$ cat config.mk
export PLATFORM = sky130hd
export DESIGN_NAME = if_stage_flat
export DESIGN_NICKNAME = d
export VERILOG_FILES = /design/src/rtl/if_stage_pkg.sv /design/src/rtl/if_stage_if.sv /design/src/rtl/if_stage_fetch_fifo.sv /design/src/rtl/if_stage.sv /design/src/flat_wrapper.sv
export SDC_FILE = /design/constraint.sdc
export NUM_CORES = 1
export LEC_CHECK = 0
export BUFFER_PORTS_ARGS = -buffer_cell sky130_fd_sc_hd__buf_2
export CAP_MARGIN = 20
export CORE_MARGIN = 4
export CORE_UTILIZATION = 40
export DETAILED_ROUTE_END_ITERATION = 10
export PLACE_DENSITY = 0.59
export SLEW_MARGIN = 15
export SYNTH_ARGS = -nofsm -noshare
export SYNTH_HDL_FRONTEND = slang
export SYNTH_SLANG_ARGS = --single-unit
$ cat constraint.sdc
create_clock -name clk -period 7.7 [get_ports clk]
set_input_delay 1.155 -clock clk [delete_from_list [all_inputs] [get_ports clk]]
set_output_delay 1.155 -clock clk [all_outputs]
set_load 0.005 [all_outputs]
$ cat src/rtl/if_stage_pkg.sv
// -----------------------------------------------------------------------------
// if_stage_pkg
// Shared types and constants for the instruction-fetch stage.
//   FETCH_FIFO_DEPTH : default prefetch depth (also the bus credit limit)
//   fetch_entry_t    : one prefetch entry {pc, instr, err}
//   align_pc()       : clears the low address bits of a fetch target
// -----------------------------------------------------------------------------
package if_stage_pkg;

    localparam int FETCH_FIFO_DEPTH = 2;

    typedef struct packed {
        logic [31:0] pc;
        logic [31:0] instr;
        logic        err;
    } fetch_entry_t;

    // Forces the low 'low_bits' bits of an address to zero.
    function automatic logic [31:0] align_pc(input logic [31:0] addr, input int low_bits);
        logic [31:0] mask;
        mask = (32'h1 << low_bits) - 32'h1;
        return addr & ~mask;
    endfunction

endpackage

$ cat src/rtl/if_stage_if.sv
// -----------------------------------------------------------------------------
// if_stage_if
// Instruction-memory request/grant/rvalid bus.
//   instr_req    : request (master -> slave), held until instr_gnt
//   instr_addr   : word-aligned address (master -> slave)
//   instr_gnt    : request accepted this cycle (slave -> master)
//   instr_rvalid : response valid, in request order (slave -> master)
//   instr_rdata  : response data (slave -> master)
//   instr_err    : response error, qualified by instr_rvalid (slave -> master)
// -----------------------------------------------------------------------------
interface if_stage_if;

    logic        instr_req;
    logic [31:0] instr_addr;
    logic        instr_gnt;
    logic        instr_rvalid;
    logic [31:0] instr_rdata;
    logic        instr_err;

    modport master (
        output instr_req,
        output instr_addr,
        input  instr_gnt,
        input  instr_rvalid,
        input  instr_rdata,
        input  instr_err
    );

    modport slave (
        input  instr_req,
        input  instr_addr,
        output instr_gnt,
        output instr_rvalid,
        output instr_rdata,
        output instr_err
    );

endinterface

$ cat src/rtl/if_stage_fetch_fifo.sv
// -----------------------------------------------------------------------------
// fetch_fifo
// Synchronous prefetch FIFO of fetch_entry_t. Clear wins over a same-cycle
// push or pop. Head is read combinationally from storage.
//   clk, reset : clock, synchronous active-high reset
//   i_push     : write i_entry (ignored when full or clearing)
//   i_entry    : entry to write
//   i_pop      : drop the head entry (ignored when empty or clearing)
//   i_clear    : empty the FIFO at the next edge
//   o_head     : current head entry (undefined when o_empty)
//   o_full     : FIFO holds DEPTH entries
//   o_empty    : FIFO holds no entries
//   o_count    : number of entries held
// -----------------------------------------------------------------------------
module fetch_fifo
    import if_stage_pkg::*;
#(
    parameter  int DEPTH = FETCH_FIFO_DEPTH,
    localparam int AW    = $clog2(DEPTH),
    localparam int CW    = AW + 1
) (
    input  logic          clk,
    input  logic          reset,
    input  logic          i_push,
    input  fetch_entry_t  i_entry,
    input  logic          i_pop,
    input  logic          i_clear,
    output fetch_entry_t  o_head,
    output logic          o_full,
    output logic          o_empty,
    output logic [CW-1:0] o_count
);

    fetch_entry_t  r_mem [DEPTH];
    logic [AW-1:0] r_wr_ptr;
    logic [AW-1:0] r_rd_ptr;
    logic [CW-1:0] r_count;

    logic          w_do_push;
    logic          w_do_pop;

    assign o_full    = (r_count == CW'(DEPTH));
    assign o_empty   = (r_count == '0);
    assign w_do_push = i_push & ~o_full  & ~i_clear;
    assign w_do_pop  = i_pop  & ~o_empty & ~i_clear;

    // NOTE: sequential state is updated with non-blocking assignments only, so
    // every register samples the pre-edge values regardless of statement order.
    always_ff @(posedge clk) begin
        if (reset || i_clear) begin
            r_wr_ptr <= '0;
            r_rd_ptr <= '0;
            r_count  <= '0;
        end else begin
            if (w_do_push) begin
                r_wr_ptr <= r_wr_ptr + AW'(1);
            end
            if (w_do_pop) begin
                r_rd_ptr <= r_rd_ptr + AW'(1);
            end
            r_count <= r_count + CW'(w_do_push) - CW'(w_do_pop);
        end
    end

    // NOTE: the storage array has no reset; occupancy is tracked by the
    // pointers and count, so stale contents are never observed as valid.
    always_ff @(posedge clk) begin
        if (w_do_push) begin
            r_mem[r_wr_ptr] <= i_entry;
        end
    end

    assign o_head  = r_mem[r_rd_ptr];
    assign o_count = r_count;

endmodule

$ cat src/rtl/if_stage.sv
// -----------------------------------------------------------------------------
// if_stage
// Instruction-fetch stage: owns the fetch PC, drives the instruction bus under
// a credit limit, buffers responses in a prefetch FIFO and presents
// {pc, instr, error} to decode. Redirects flush the FIFO, restart fetch at the
// new target and discard responses still in flight.
//   clk, reset        : clock, synchronous active-high reset
//   boot_addr         : fetch address loaded at reset
//   bus               : instruction-memory bus (master side)
//   redirect_en/_pc   : flow change pulse and new target
//   stall_F           : suppress new requests
//   ready_id          : decode accepts the presented entry
//   pc_id             : PC of the presented entry
//   instr_payload     : presented instruction word (0 on fetch fault)
//   instr_value       : presented entry valid
//   instr_fetch_error : presented entry is a fetch fault
// -----------------------------------------------------------------------------
module if_stage
    import if_stage_pkg::*;
#(
    parameter int FIFO_DEPTH     = FETCH_FIFO_DEPTH,
    parameter int RESET_PC_ALIGN = 2
) (
    input  logic        clk,
    input  logic        reset,
    input  logic [31:0] boot_addr,
    if_stage_if.master  bus,
    input  logic        redirect_en,
    input  logic [31:0] redirect_pc,
    input  logic        stall_F,
    input  logic        ready_id,
    output logic [31:0] pc_id,
    output logic [31:0] instr_payload,
    output logic        instr_value,
    output logic        instr_fetch_error
);

    localparam int          CW    = $clog2(FIFO_DEPTH) + 1;
    localparam logic [CW:0] LIMIT = (CW + 1)'(FIFO_DEPTH);

    logic [31:0]   r_fetch_pc;
    logic [31:0]   r_resp_pc;
    logic [CW-1:0] r_outstanding;
    logic [CW-1:0] r_discard;
    logic          r_hold;
    logic [31:0]   r_hold_addr;
    logic          r_hold_stale;

    fetch_entry_t  w_head;
    fetch_entry_t  w_push_entry;
    logic          w_fifo_full;
    logic          w_fifo_empty;
    logic [CW-1:0] w_fifo_count;
    logic          w_value;
    logic          w_pop;
    logic [CW:0]   w_inflight;
    logic          w_issue_new;
    logic          w_gnt;
    logic          w_gnt_stale;
    logic          w_late_stale;
    logic          w_drop;
    logic          w_push;
    logic          w_discard_dec;
    logic [CW-1:0] w_outst_next;

    // Decode handshake. A redirect hides the head so nothing is popped while
    // the FIFO is being flushed.
    assign w_value = ~w_fifo_empty & ~redirect_en;
    assign w_pop   = w_value & ready_id;

    // Credit: requests in flight plus buffered entries, with this cycle's pop
    // already freeing its slot so a zero-wait bus streams one word per cycle.
    assign w_inflight  = {1'b0, r_outstanding} + {1'b0, w_fifo_count} - (CW + 1)'(w_pop);
    assign w_issue_new = ~r_hold & (w_inflight < LIMIT) & ~stall_F & ~redirect_en;

    // A request left un-granted is held with its original address, even if a
    // redirect or stall arrives while it waits.
    assign bus.instr_req  = ~reset & (r_hold | w_issue_new);
    assign bus.instr_addr = r_hold ? r_hold_addr : r_fetch_pc;

    assign w_gnt        = bus.instr_req & bus.instr_gnt;
    assign w_late_stale = w_gnt & r_hold & r_hold_stale;
    assign w_gnt_stale  = (w_gnt & redirect_en) | w_late_stale;
    assign w_outst_next = r_outstanding + CW'(w_gnt) - CW'(bus.instr_rvalid);

    assign w_discard_dec = bus.instr_rvalid & (r_discard != '0);
    assign w_drop        = bus.instr_rvalid & (redirect_en | (r_discard != '0));
    assign w_push        = bus.instr_rvalid & ~w_drop;

    // NOTE: every field gets a default before conditional updates, so no
    // latch is inferred; a faulting fetch keeps the zero payload.
    always_comb begin
        w_push_entry    = '0;
        w_push_entry.pc = r_resp_pc;
        if (!bus.instr_err) begin
            w_push_entry.instr = bus.instr_rdata;
        end
        w_push_entry.err = bus.instr_err;
    end

    always_ff @(posedge clk) begin
        if (reset) begin
            r_fetch_pc    <= align_pc(boot_addr, RESET_PC_ALIGN);
            r_resp_pc     <= align_pc(boot_addr, RESET_PC_ALIGN);
            r_outstanding <= '0;
            r_discard     <= '0;
            r_hold        <= 1'b0;
            r_hold_addr   <= '0;
            r_hold_stale  <= 1'b0;
        end else begin
            r_outstanding <= w_outst_next;

            // Everything still in flight after this cycle belongs to the old
            // path; a held request granted later is added at grant time.
            if (redirect_en) begin
                r_discard <= w_outst_next;
            end else begin
                r_discard <= r_discard - CW'(w_discard_dec) + CW'(w_late_stale);
            end

            if (redirect_en) begin
                r_fetch_pc <= align_pc(redirect_pc, RESET_PC_ALIGN);
            end else if (w_gnt && !w_gnt_stale) begin
                r_fetch_pc <= r_fetch_pc + 32'd4;
            end

            if (redirect_en) begin
                r_resp_pc <= align_pc(redirect_pc, RESET_PC_ALIGN);
            end else if (w_push) begin
                r_resp_pc <= r_resp_pc + 32'd4;
            end

            r_hold      <= bus.instr_req & ~bus.instr_gnt;
            r_hold_addr <= bus.instr_addr;
            if (bus.instr_req && !bus.instr_gnt) begin
                r_hold_stale <= redirect_en | (r_hold & r_hold_stale);
            end else begin
                r_hold_stale <= 1'b0;
            end
        end
    end

    fetch_fifo #(
        .DEPTH (FIFO_DEPTH)
    ) u_fifo (
        .clk     (clk),
        .reset   (reset),
        .i_push  (w_push),
        .i_entry (w_push_entry),
        .i_pop   (w_pop),
        .i_clear (redirect_en),
        .o_head  (w_head),
        .o_full  (w_fifo_full),
        .o_empty (w_fifo_empty),
        .o_count (w_fifo_count)
    );

    assign instr_value       = w_value;
    assign pc_id             = w_fifo_empty ? '0 : w_head.pc;
    assign instr_payload     = w_fifo_empty ? '0 : w_head.instr;
    assign instr_fetch_error = ~w_fifo_empty & w_head.err;

    a_rvalid_has_outstanding: assert property (
        @(posedge clk) disable iff (reset) bus.instr_rvalid |-> (r_outstanding != '0));

    a_discard_bounded: assert property (
        @(posedge clk) disable iff (reset) r_discard <= r_outstanding);

    a_no_overflow: assert property (
        @(posedge clk) disable iff (reset) !(w_push && w_fifo_full && !w_pop));

endmodule

$ cat src/flat_wrapper.sv
// flat-port wrapper written by rule: the top's interface ports become plain ports
module if_stage_flat import if_stage_pkg::*;
#(
    parameter int FIFO_DEPTH     = FETCH_FIFO_DEPTH,
    parameter int RESET_PC_ALIGN = 2
)
  (clk, reset, boot_addr, redirect_en, redirect_pc, stall_F, ready_id, pc_id, instr_payload, instr_value, instr_fetch_error, bus_instr_req, bus_instr_addr, bus_instr_gnt, bus_instr_rvalid, bus_instr_rdata, bus_instr_err);
  if_stage_if bus_i ();
  input  logic clk;
  input  logic reset;
  input  logic [31:0] boot_addr;
  input  logic redirect_en;
  input  logic [31:0] redirect_pc;
  input  logic stall_F;
  input  logic ready_id;
  output logic [31:0] pc_id;
  output logic [31:0] instr_payload;
  output logic instr_value;
  output logic instr_fetch_error;
  output wire logic [$bits(bus_i.instr_req)-1:0] bus_instr_req;
  output wire logic [$bits(bus_i.instr_addr)-1:0] bus_instr_addr;
  input wire logic [$bits(bus_i.instr_gnt)-1:0] bus_instr_gnt;
  input wire logic [$bits(bus_i.instr_rvalid)-1:0] bus_instr_rvalid;
  input wire logic [$bits(bus_i.instr_rdata)-1:0] bus_instr_rdata;
  input wire logic [$bits(bus_i.instr_err)-1:0] bus_instr_err;
  assign bus_instr_req = bus_i.instr_req;
  assign bus_instr_addr = bus_i.instr_addr;
  assign bus_i.instr_gnt = bus_instr_gnt;
  assign bus_i.instr_rvalid = bus_instr_rvalid;
  assign bus_i.instr_rdata = bus_instr_rdata;
  assign bus_i.instr_err = bus_instr_err;
  if_stage #(.FIFO_DEPTH(FIFO_DEPTH), .RESET_PC_ALIGN(RESET_PC_ALIGN)) u_core (.clk(clk), .reset(reset), .boot_addr(boot_addr), .bus(bus_i), .redirect_en(redirect_en), .redirect_pc(redirect_pc), .stall_F(stall_F), .ready_id(ready_id), .pc_id(pc_id), .instr_payload(instr_payload), .instr_value(instr_value), .instr_fetch_error(instr_fetch_error));
endmodule
### Yosys cells after proc, flatten, opt, wreduce, memory -nomap -nowiden

Memory sizes are Yosys's and may differ from the RTL's. A register that Yosys moved wholly into a read port is not among the register bits.
Cells that the tools add are included.

* register bits after elaboration: 106
* memories kept: 1
* output and inout bits: 99
* word-level logic and storage cells: 86
* memory bits (writable): 130
* input port bits: 104

Memory list
* u_core.u_fifo.r_mem: words 2, width 65, rd ports 1, clocked after memory_dff 1, wr ports 1, line if_stage_fetch_fifo.sv:34 `fetch_entry_t r_mem [DEPTH];`

* equal/unequal tests: 1
* mux-type cells: 15
* bitwise logic cells: 33
* order comparisons: 1
* add/sub/neg operators: 12
* reductions and logical operators: 11

Operator list (count)
* $mux 32: 10
* $add 32x3->32 const B: 2
* $and 1x1->1: 20
* $not 1->1: 9
* $add 2x1->2: 3
* $reduce_bool 3->1: 2
* $sub 2x1->2: 3
* $mux 1: 4
* $or 1x1->1: 4
* $reduce_or 2->1: 2
* $add 2x2->3: 1
* $lt 3x2->1 const B: 1
* $sub 3x1->3: 1
* $add 1x1->1 const B: 2
* $eq 2x2->1 const B: 1
* $logic_and 1x1->1: 2
* $logic_not 1->1: 2
* $logic_not 2->1: 1
* $mux 2: 1
* $reduce_bool 2->1: 1
* $logic_or 1x1->1: 1

### Depth between registers and ports, before layout

Gate-level depths: netlist (run 1).

* depth after elaboration: 20
* gate-level depth with buffers: 15
* depth with buffers taken out: 15

### Modules after synthesis

Synthesis (run 1) repeated with hierarchy kept, for this count alone.

* cell total of the unflattened synthesis: 858
* area total of the unflattened synthesis: 11184.5 um^2

Modules (own cells, without submodules)
* if_stage: area an instance 6028.3 um^2, seq. area each 2562.5 um^2, instances 1, cells each 629
* fetch_fifo: area an instance 5156.2 um^2, seq. area each 4003.8 um^2, instances 1, cells each 229

### Worst setup path before layout (run 1)

OpenSTA, ideal clock, no wires.

* kind: input-to-reg
* start: input redirect_en
* end: memory u_core.u_fifo.r_mem[0][0] (netlist bit) (enable)
* stages on the path: 4
* data arrival time: 4469 ps
* path buffers: 1
* slack: 2746 ps
* data required time: 7215 ps
* library setup time: 485 ps
* cells stage by stage: inv_1 -> clkbuf_1 -> o2111ai_1 -> nor2_1

* cells in the longest elaborated chain, start to end: 8
* elaborated cells between the ends (all ways): 9
* classes of those cells: mux (2); bitwise (7)

Ends and longest elaborated chain
* start, declared: line flat_wrapper.sv:12 `input logic redirect_en;`
* $or 1x1->1: line if_stage.sv:87 `assign w_drop = bus.instr_rvalid & (redirect_en | (r_discard != '0));`
* $and 1x1->1: line if_stage.sv:87
* $not 1->1: line if_stage.sv:88 `assign w_push = bus.instr_rvalid & ~w_drop;`
* $and 1x1->1: line if_stage.sv:88
* $and 1x1->1: line if_stage_fetch_fifo.sv:44 `assign w_do_push = i_push & ~o_full & ~i_clear;`
* $and 1x1->1 *: line if_stage_fetch_fifo.sv:44
* $mux 1 *: line if_stage_fetch_fifo.sv:68 `if (w_do_push) begin`
* $mux 1 (not written as such) *: line if_stage_fetch_fifo.sv:69 `r_mem[r_wr_ptr] <= i_entry;`
* end, declared: line if_stage_fetch_fifo.sv:34

Every way passes the cells marked *; elsewhere a longest branch is shown, timed or not.

### Worst setup path in the final report (run 1)

* start: input redirect_en
* end: output bus_instr_req

* cells in the longest elaborated chain, start to end: 10

Ends and longest elaborated chain
* $not 1->1 *: line if_stage.sv:68, if_stage.sv:74
* $and 1x1->1: line if_stage.sv:68 `assign w_value = ~w_fifo_empty & ~redirect_en;`
* $and 1x1->1: line if_stage.sv:69 `assign w_pop = w_value & ready_id;`
* $sub 3x1->3: line if_stage.sv:73 `assign w_inflight = {1'b0, r_outstanding} + {1'b0, w_fifo_count} - (CW + 1)'(w_pop);`
* $lt 3x2->1: line if_stage.sv:74 `assign w_issue_new = ~r_hold & (w_inflight < LIMIT) & ~stall_F & ~redirect_en;`
* $and 1x1->1 (2 in a row): line if_stage.sv:74
* $and 1x1->1 *: line if_stage.sv:74
* $or 1x1->1 *: line if_stage.sv:78 `assign bus.instr_req = ~reset & (r_hold | w_issue_new);`
* $and 1x1->1 *: line if_stage.sv:78
* end, declared: line flat_wrapper.sv:20 `output wire logic [$bits(bus_i.instr_req)-1:0] bus_instr_req;`

Marks and branches as above.

==> results.yml, run 1 <==
finish:
  layout_common_cells: "buf_2, edfxtp_1, nor2_1, mux2i_1, nand2_1"
  fill_cells: 2411
  antenna_cells: 0
  syn2layout_area_growth_pct: 19.09
  finish.utilization: 0.4853
  nets: 1172
  seqCellArea_sq_um: 6450
  final_area_sq_um: 12650
  finalNonFillerCells: 1409
  multi_input_area_sq_um: 3944
  final_common_cell: "buf_2"
  drive_gt1_frac: 0.2635
synth:
  ys_warn_count: 0
  synthArstFlopShare: 0
  synth_top_cell_area_share: 0.5260
  synth-xor-area-share: 0.05031
  postSynthCellCount: 867
  syn_avg_cell_area_sq_um: 12.25
  synth_compound_area_frac: 0.06316
  yosysTopAreaCell: "edfxtp_1"
  ys_types: 49
  synthSimpleGateAreaFrac: 0.1503
  ys_dominant_reg_cell: "edfxtp_1"
  synth_mux_area_frac: 0.09108
  netlist_area_sq_um: 10620
  synth-edff-count: 186
  synth_top_family_by_area: "simple AND/OR/NAND/NOR gates"
  yosys.area_share.adder: 0.01367
  yosysSeqAreaShare: 0.6070
  synth_area_leaders: "edfxtp_1, dfxtp_1, mux2i_1, xnor2_1, nor2_1"
  ys_seq_elements: 229
die:
  start_util: 0.4075
  ios: 203
  dieArea_sq_um: 29220
  rows: 59
  die_x_um: 170.9
  fp.coreArea_sq_um: 26060
  die_y_um: 170.9
drt:
  wire_per_inst_um: 17.77
  route.antenna.remaining_nets: 0
  drc_errors: 0
  drt-total-wl_mm: 25.04
  via_per_inst: 5.097
  vias: 7182
  firstDrtPassIters: 5
  drtIter0Drc: 433
timing:
  finalSetupTns_ns: 0
  hold_violations: 0
  period_share: 0.5925
  relSlewSlack: 0.3648
  setup_ws_ns: 3.138
  rsz0062_at_grt: "false"
  timing.final.crit_period_ns: 4.562
  skew_ns: 0.01644
  final_max_slew_viol_count: 0
  holdWs_ns: 0.5157
  tightest_slew_ns: 0.9528
  fmaxAchievable_mhz: 219.2
  setup_viol: 0
clocking:
  clk_pin_slew_worst_paths_ns: 0.06
  clk_latency_ns: 0.52
  postCtsResizedCells: 0
  cts_tree: "built"
  cts_buffers: 25
  htree_levels: 1
  root_buffer: "clkbuf_16"
  clk_path_buf_depth: 3
  cts_setup_buffers: 0
  cts.sinks: 229
  hold_buffers: 0
worst_setup_path:
  start_kind: "input port"
  crit_slowest_cell: "buf_2"
  arrival_ns: 3.41
  end_kind: "output port"
  worst-path-buf-inv: 2
  crit_family: "buffers and inverters"
  critPathMaxFanout: 31
  cpPeakStageDelay_ns: 0.49
  critical_path_class: "input port to output port"
  crit_chain: "buf_2 > nor2_1 > and2_1 > ha_1 > nand2b_1 > fa_1 > xor2_1 > a31oi_1 > nor2_1 > buf_2"
  required_ns: 6.55
global_route:
  grt_overflow: 0
  antenna_found_initial: 0
  grt_first_pass_wirelength_mm: 37.77
  grt_pass1_vias: 6721
  grt_max_degree: 65
  grtUsageTotal: 0.1631
flow_run:
  cap_violations: 0
min_path:
  hold_path.class: "flip-flop to flip-flop"
placed_design:
  placed_cells: 1365
  dp_slack_ns: 3.149
  dpl.hpwl_mm: 16.96
  place_congestion: 0.8088
  place_area_sq_um: 11940
  io_buffers: 196
power_and_ir_drop:
  finalPower_mw: 2.905
  ir_drop_v: 0.0001370
  p_leak_nw: 4.680
  p_per_area_nw_per_um2: 229.7
outcome:
  outcome: "completed"
-- cell families after synthesis --
group | after synthesis
other | 1
flip-flops | 229
AO/OA/AOI/OAI | 114
multiplexers | 93
adder cells (fa/ha/maj) | 11
XOR/XNOR | 61
buffers and inverters | 62
AND/OR/NAND/NOR | 296
-- state kept, by name, summed over array words and instances, names as in the netlist, named ones only --
name,count
u_core.u_fifo.r_wr_ptr,1
u_core.u_fifo.r_mem,126
u_core.r_hold,1
u_core.r_discard,2
u_core.r_hold_addr,32
u_core.u_fifo.r_rd_ptr,1
u_core.u_fifo.o_count,2
u_core.r_fetch_pc,30
u_core.r_hold_stale,1
u_core.r_outstanding,2
u_core.r_resp_pc,30
-- routing by layer --
metal / routed length, um / global-route usage / vias to the layer above
li1: - / - / 3502
met1: 12080 / 0.2488 / 3381
met2: 10590 / 0.2433 / 257
met3: 1788 / 0.02634 / 42
met4: 580 / 0.04168 / 0
met5: 0 / 0 / -
-- synth_stat cells (all sizes together), types with 21 or more instances --
cell type / instances
clkbuf: 31
nand2: 45
o21ai: 57
and2: 44
edfxtp: 186
nor2b: 34
xor2: 21
dfxtp: 43
xnor2: 40
mux2: 29
mux2i: 64
nor2: 92
-- tightest hold or removal path, delay by kind of cell (launching register included) --
kind          cells  cell delay (ns)
flops             1             0.32
simple gates      1             0.08
xor+xnor          1             0.08
-- layout make-up --
class                   count  share of cell area
repair buffers            208             0.08469
clock inverters             8            0.002770
multi-input cells         577              0.3119
flip-flops and latches    229              0.5100
clock buffers              36             0.05274
well taps                 335             0.03315
inverters                  16            0.004749
-- where the power goes --
group	total (mW)	switching, mW	internal (mW)
Combinational	0.332	0.185	0.147
Sequential	1.52	0.0679	1.45
Clock	1.05	0.455	0.596
-- final timing paths --
kind	from	end	slack, ns	cells after the start
min reg2reg	u_core.u_fifo.r_rd_ptr	u_core.u_fifo.r_rd_ptr	0.52	2
max reg2reg	u_core.u_fifo.o_count[0]	u_core.r_discard[1]	4.11	16
max	redirect_en	bus_instr_req	3.14	10
min	u_core.u_fifo.r_rd_ptr	u_core.u_fifo.r_rd_ptr	0.52	2
Power figures use the tool's default switching activity.
==> inputs of run 2 (changes only) <==
==> constraint.sdc (replaced) <==
create_clock -name clk -period 4.3 [get_ports clk]
set_input_delay 0.645 -clock clk [delete_from_list [all_inputs] [get_ports clk]]
set_output_delay 0.645 -clock clk [all_outputs]
set_load 0.005 [all_outputs]
==> results.yml, run 2 (synthesized netlist as in run 1, its figures left out) <==
finish:
  reg_top3: "u_core.u_fifo.r_mem (126), u_core.r_hold_addr (32)"
  antenna_cells: 0
  multi_input_area_sq_um: 3944
  fill_cells: 2421
  drive_gt1_frac: 0.2704
  largest_register_ffs: 126
  seqCellArea_sq_um: 6450
  nets: 1176
  largest_register: "u_core.u_fifo.r_mem"
  final_area_sq_um: 12710
  final_common_cell: "buf_2"
  syn2layout_area_growth_pct: 19.74
  layout_common_cells: "buf_2, edfxtp_1, nor2_1, mux2i_1, nand2_1"
timing:
  holdWs_ns: 0.3355
  tightest_slew_ns: 0.9763
  final_max_slew_viol_count: 0
  rsz0062_at_grt: "false"
  fmaxAchievable_mhz: 304.2
  setup_viol: 0
  period_share: 0.7645
  timing.final.crit_period_ns: 3.287
  hold_violations: 0
  relSlewSlack: 0.3491
  skew_ns: 0.01211
worst_setup_path:
  end_kind: "output port"
  arrival_ns: 2.64
  critical_path_class: "flip-flop to output port"
  critPathMaxFanout: 4
  start_kind: "flip-flop"
  required_ns: 3.65
flow_run:
  cap_violations: 0
drt:
  via_per_inst: 5.059
  drc_errors: 0
  drtIter0Drc: 523
  wire_per_inst_um: 17.60
  firstDrtPassIters: 5
  vias: 7159
  drt-total-wl_mm: 24.90
  route.antenna.remaining_nets: 0
clocking:
  postCtsResizedCells: 0
  clk_path_buf_depth: 3
  htree_levels: 1
  root_buffer: "clkbuf_16"
  cts_tree: "built"
  cts_setup_buffers: 0
  cts_buffers: 25
  cts.sinks: 229
  clk_latency_ns: 0.51
  clk_pin_slew_worst_paths_ns: 0.06
  hold_buffers: 0
global_route:
  grtUsageTotal: 0.1633
  grt_first_pass_wirelength_mm: 37.95
  grt_pass1_vias: 6768
  grt_max_degree: 64
  antenna_found_initial: 1
  grt_overflow: 0
die:
  dieArea_sq_um: 29220
  start_util: 0.4075
  fp.coreArea_sq_um: 26060
  ios: 203
  rows: 59
  die_y_um: 170.9
  die_x_um: 170.9
placed_design:
  dpl.hpwl_mm: 17.43
  io_buffers: 196
  place_area_sq_um: 11970
  place_congestion: 0.8110
outcome:
  outcome: "completed"
power_and_ir_drop:
  ir_drop_v: 0.0002299
  p_per_area_nw_per_um2: 414.4
  finalPower_mw: 5.270
  p_leak_nw: 4.726
min_path:
  hold_path.class: "input port to flip-flop"
## run 2: cell types whose count changed in the layout (fill, tap and decap cells not counted), sizes merged
cell    delta
buf        +4
bufinv     +1
clkinv     +1
## run 2: metal layers
layer	global-route usage	wire length, um	up-vias	share of wire
met5	0	12	-	0.00048
met4	0.03341	499	2	0.020
met3	0.02565	1596	30	0.064
met2	0.2533	10940	233	0.44
met1	0.2450	11840	3378	0.48
li1	-	-	3516	-
## run 2: worst max-delay path: stages (launching register included)
cell      delay (ns)
dfxtp_1         0.43
nor2_4          0.06
nor2_1          0.13
and2_1          0.14
ha_1            0.21
nand2b_1        0.15
fa_1            0.37
xor2_1          0.15
a31oi_1         0.26
nor2_1          0.08
buf_2           0.16
## run 2: area by class of cell
cell class | instances | share of cell area
Multi-Input combinational cell | 577 | 0.3102
Clock buffer | 36 | 0.05245
Tap cell | 335 | 0.03297
Clock inverter | 10 | 0.005806
Sequential cell | 229 | 0.5073
Timing Repair Buffer | 212 | 0.08660
Inverter | 16 | 0.004723
## run 2: stage by stage
stage | setup WS (ns) | std cells | utilization | setup TNS [ns]
floorplan | -0.1435 | 868 | - | -18.08
global placement | 1.071 | 1369 | 0.4595 | 0
detailed placement | 1.061 | 1369 | 0.4595 | 0
CTS | 0.9850 | 1415 | 0.4879 | 0
global route | 0.8396 | 1415 | 0.4879 | 0
finish | 1.013 | 1415 | 0.4879 | 0
## run 2: path summary, 6_finish.rpt
kind | end | slack (ns) | from | cells after the start
max | bus_instr_req | 1.01 | u_core.u_fifo.o_count[0] | 10
min | u_core.r_hold | 0.34 | bus_instr_gnt | 2
max reg2reg | u_core.r_discard[1] | 1.34 | u_core.u_fifo.o_count[0] | 15
min reg2reg | flip-flop | 0.51 | u_core.u_fifo.r_rd_ptr | 2
## run 2: power breakdown
part	switching, mW	internal [mW]	total (mW)
clock network	0.812	1.13	1.95
registers	0.122	2.60	2.73
logic	0.330	0.267	0.597
total	1.26	4.00	5.27
==> inputs of run 3 (changes only) <==
--- a/config.mk
+++ b/config.mk
@@ -5,12 +5,13 @@
 export SDC_FILE = /design/constraint.sdc
 export NUM_CORES = 1
 export LEC_CHECK = 0
+export ABC_AREA = 1
 export BUFFER_PORTS_ARGS = -buffer_cell sky130_fd_sc_hd__buf_2
 export CAP_MARGIN = 20
 export CORE_MARGIN = 4
 export CORE_UTILIZATION = 40
 export DETAILED_ROUTE_END_ITERATION = 10
-export PLACE_DENSITY = 0.59
+export PLACE_DENSITY = 0.61
 export SLEW_MARGIN = 15
 export SYNTH_ARGS = -nofsm -noshare
 export SYNTH_HDL_FRONTEND = slang
==> constraint.sdc (replaced) <==
create_clock -name clk -period 2.95 [get_ports clk]
set_input_delay 0.4425 -clock clk [delete_from_list [all_inputs] [get_ports clk]]
set_output_delay 0.4425 -clock clk [all_outputs]
set_load 0.005 [all_outputs]
==> results.yml, run 3 <==
outcome:
  outcome: "completed"
power_and_ir_drop:
  p_per_area_nw_per_um2: 604.7
  ir_drop_v: 0.0004382
  p_leak_nw: 5.775
worst_setup_path:
  reg2reg_from: "u_core.u_fifo.o_count[1]"
  required_ns: 2.51
  reg2reg_to: "u_core.r_discard[1]"
  ff2ff_setup_slack_ns: 0.15
  end_kind: "output port"
  start_kind: "flip-flop"
  critPathMaxFanout: 3
  arrival_ns: 2.45
  critical_path_class: "flip-flop to output port"
  reg2regPathDepth: 18
finish:
  finish.utilization: 0.4937
  layout_common_cells: "nand2_1, buf_2, edfxtp_1, nor2_1, a21oi_1"
  nets: 1548
  largest_register_ffs: 126
  seqCellArea_sq_um: 6455
  multi_input_area_sq_um: 4093
  drive_gt1_frac: 0.2088
  fill_cells: 2593
  reg_top3: "u_core.u_fifo.r_mem (126), u_core.r_hold_addr (32)"
  largest_register: "u_core.u_fifo.r_mem"
  antenna_cells: 0
  final_common_cell: "nand2_1"
  syn2layout_area_growth_pct: 20.89
die:
  start_util: 0.4084
  die_y_um: 174.1
  fp.coreArea_sq_um: 27030
  die_x_um: 174.1
  ios: 203
  rows: 60
  dieArea_sq_um: 30310
drt:
  vias: 8758
  wire_per_inst_um: 15.73
  drc_errors: 0
  via_per_inst: 4.887
  firstDrtPassIters: 5
  drt-total-wl_mm: 28.19
  drtIter0Drc: 601
  route.antenna.remaining_nets: 0
timing:
  period_share: 0.9797
  skew_ns: 0.01035
  hold_violations: 0
  tightest_slew_ns: 0.8091
  relSlewSlack: 0.4600
  setup_viol: 0
  holdWs_ns: 0.1104
  final_max_slew_viol_count: 0
  fmaxAchievable_mhz: 346.0
  rsz0062_at_grt: "true"
  timing.final.crit_period_ns: 2.890
synth:
  synthArstFlopShare: 0
  synth.most_common_cell: "nand2_1"
  ys_seq_elements: 229
  syn_avg_cell_area_sq_um: 8.915
  synth-edff-count: 186
  yosysSeqAreaShare: 0.5841
  synth_top_cell_area_share: 0.5061
  ys_dominant_reg_cell: "edfxtp_1"
  synthTopCellsByCount: "nand2_1, edfxtp_1, nor2_1"
  postSynthCellCount: 1238
  yosysTopAreaCell: "edfxtp_1"
  ys_types: 33
  synth_area_leaders: "edfxtp_1, nand2_1, dfxtp_1, a21oi_1, nor2_1"
  ys_warn_count: 0
  netlist_area_sq_um: 11040
clocking:
  root_buffer: "clkbuf_16"
  htree_levels: 1
  clk_path_buf_depth: 3
  cts.sinks: 229
  clk_latency_ns: 0.53
  cts_tree: "built"
  clk_pin_slew_worst_paths_ns: 0.06
  hold_buffers: 0
  cts_buffers: 26
global_route:
  grt_pass1_vias: 8256
  grt_max_degree: 64
  grt_overflow: 0
  antenna_found_initial: 0
  grtUsageTotal: 0.1768
  grt_first_pass_wirelength_mm: 43.70
min_path:
  hold_path.class: "input port to flip-flop"
  holdPathEnd: "u_core.r_hold"
  worstHoldStart: "bus_instr_gnt"
  holdPathStages: 2
placed_design:
  dpl.hpwl_mm: 19.21
  place_congestion: 0.8859
  io_buffers: 196
flow_run:
  cap_violations: 0
run 3: metrics by stage:
stage               cell area, sq um  setup TNS (ns)  cells  power [mW]  setup WS (ns)
floorplan                      11040         -129.85   1239       4.548         -1.031
global placement               12420               0   1742       4.926         0.1652
detailed placement             12420               0   1742       4.947        0.08536
CTS                            13290               0   1790       8.157        0.01697
global route                   13340        -0.06905   1792       8.452       -0.06891
finish                         13340               0   1792       8.068        0.05984
run 3: power by group:
part | internal (mW) | total [mW] | switching, mW
combinational | 0.347 | 0.911 | 0.564
clock | 1.92 | 3.18 | 1.26
sequential | 3.79 | 3.98 | 0.192
total | 6.06 | 8.07 | 2.01
run 3: routing by layer:
layer	up-vias	wire length [um]	track usage
met4	0	880	0.05213
met5	-	0	0
met1	3974	13240	0.2531
met3	51	1608	0.02958
met2	276	12470	0.2779
li1	4457	-	-
run 3: critical path: stages (launching register included):
cell and delay (ns):
dfxtp_4 0.35, nor2_4 0.13, nor2_4 0.04, nand2_2 0.07, inv_2 0.05, ha_4 0.23, inv_2 0.05, nand2_2 0.06
fa_2 0.38, xor2_1 0.18, nand3_2 0.11, nand2_2 0.08, nand2_2 0.06, inv_2 0.05, buf_2 0.10
run 3: kinds of logic after synthesis:
group | synth area share
DFF | 0.5841
buffers and inverters | 0.05090
adders and majority gates | 0.01315
other | 0.0003398
AOI/OAI and AO/OA | 0.08060
and+or+nand+nor | 0.2479
xor gates and xnor gates | 0.02301
run 3: worst max path at each step:
stage,startpoint,to,slack [ns],depth (start not counted)
6_report,u_core.u_fifo.o_count[1],bus_instr_req,0.06,14
5_1_grt,u_core.u_fifo.o_count[1],bus_instr_req,-0.07,14
4_1_cts,u_core.u_fifo.o_count[0],bus_instr_req,0.02,13
3_5_place_dp,redirect_en,u_core.r_discard[1],0.09,17
3_3_place_gp,redirect_en,u_core.r_discard[1],0.17,17
2_1_floorplan,redirect_en,u_core.u_fifo.r_mem[0][0],-1.03,4
run 3: cell type report:
type                            count  share of cell area
Clock inverter                     14             0.01144
Clock buffer                       32             0.05195
Timing Repair Buffer              214             0.08740
Inverter                           95             0.02673
Multi-Input combinational cell    867              0.3067
Tap cell                          341             0.03198
Sequential cell                   229              0.4838
run 3: timing repair:
item	4_1_cts	5_1_grt
resized for setup	5	11
endpoints found under the setup margin	1	2
pin swaps	1	8
setup buffers	3	2
hold endpoints to repair	0	0
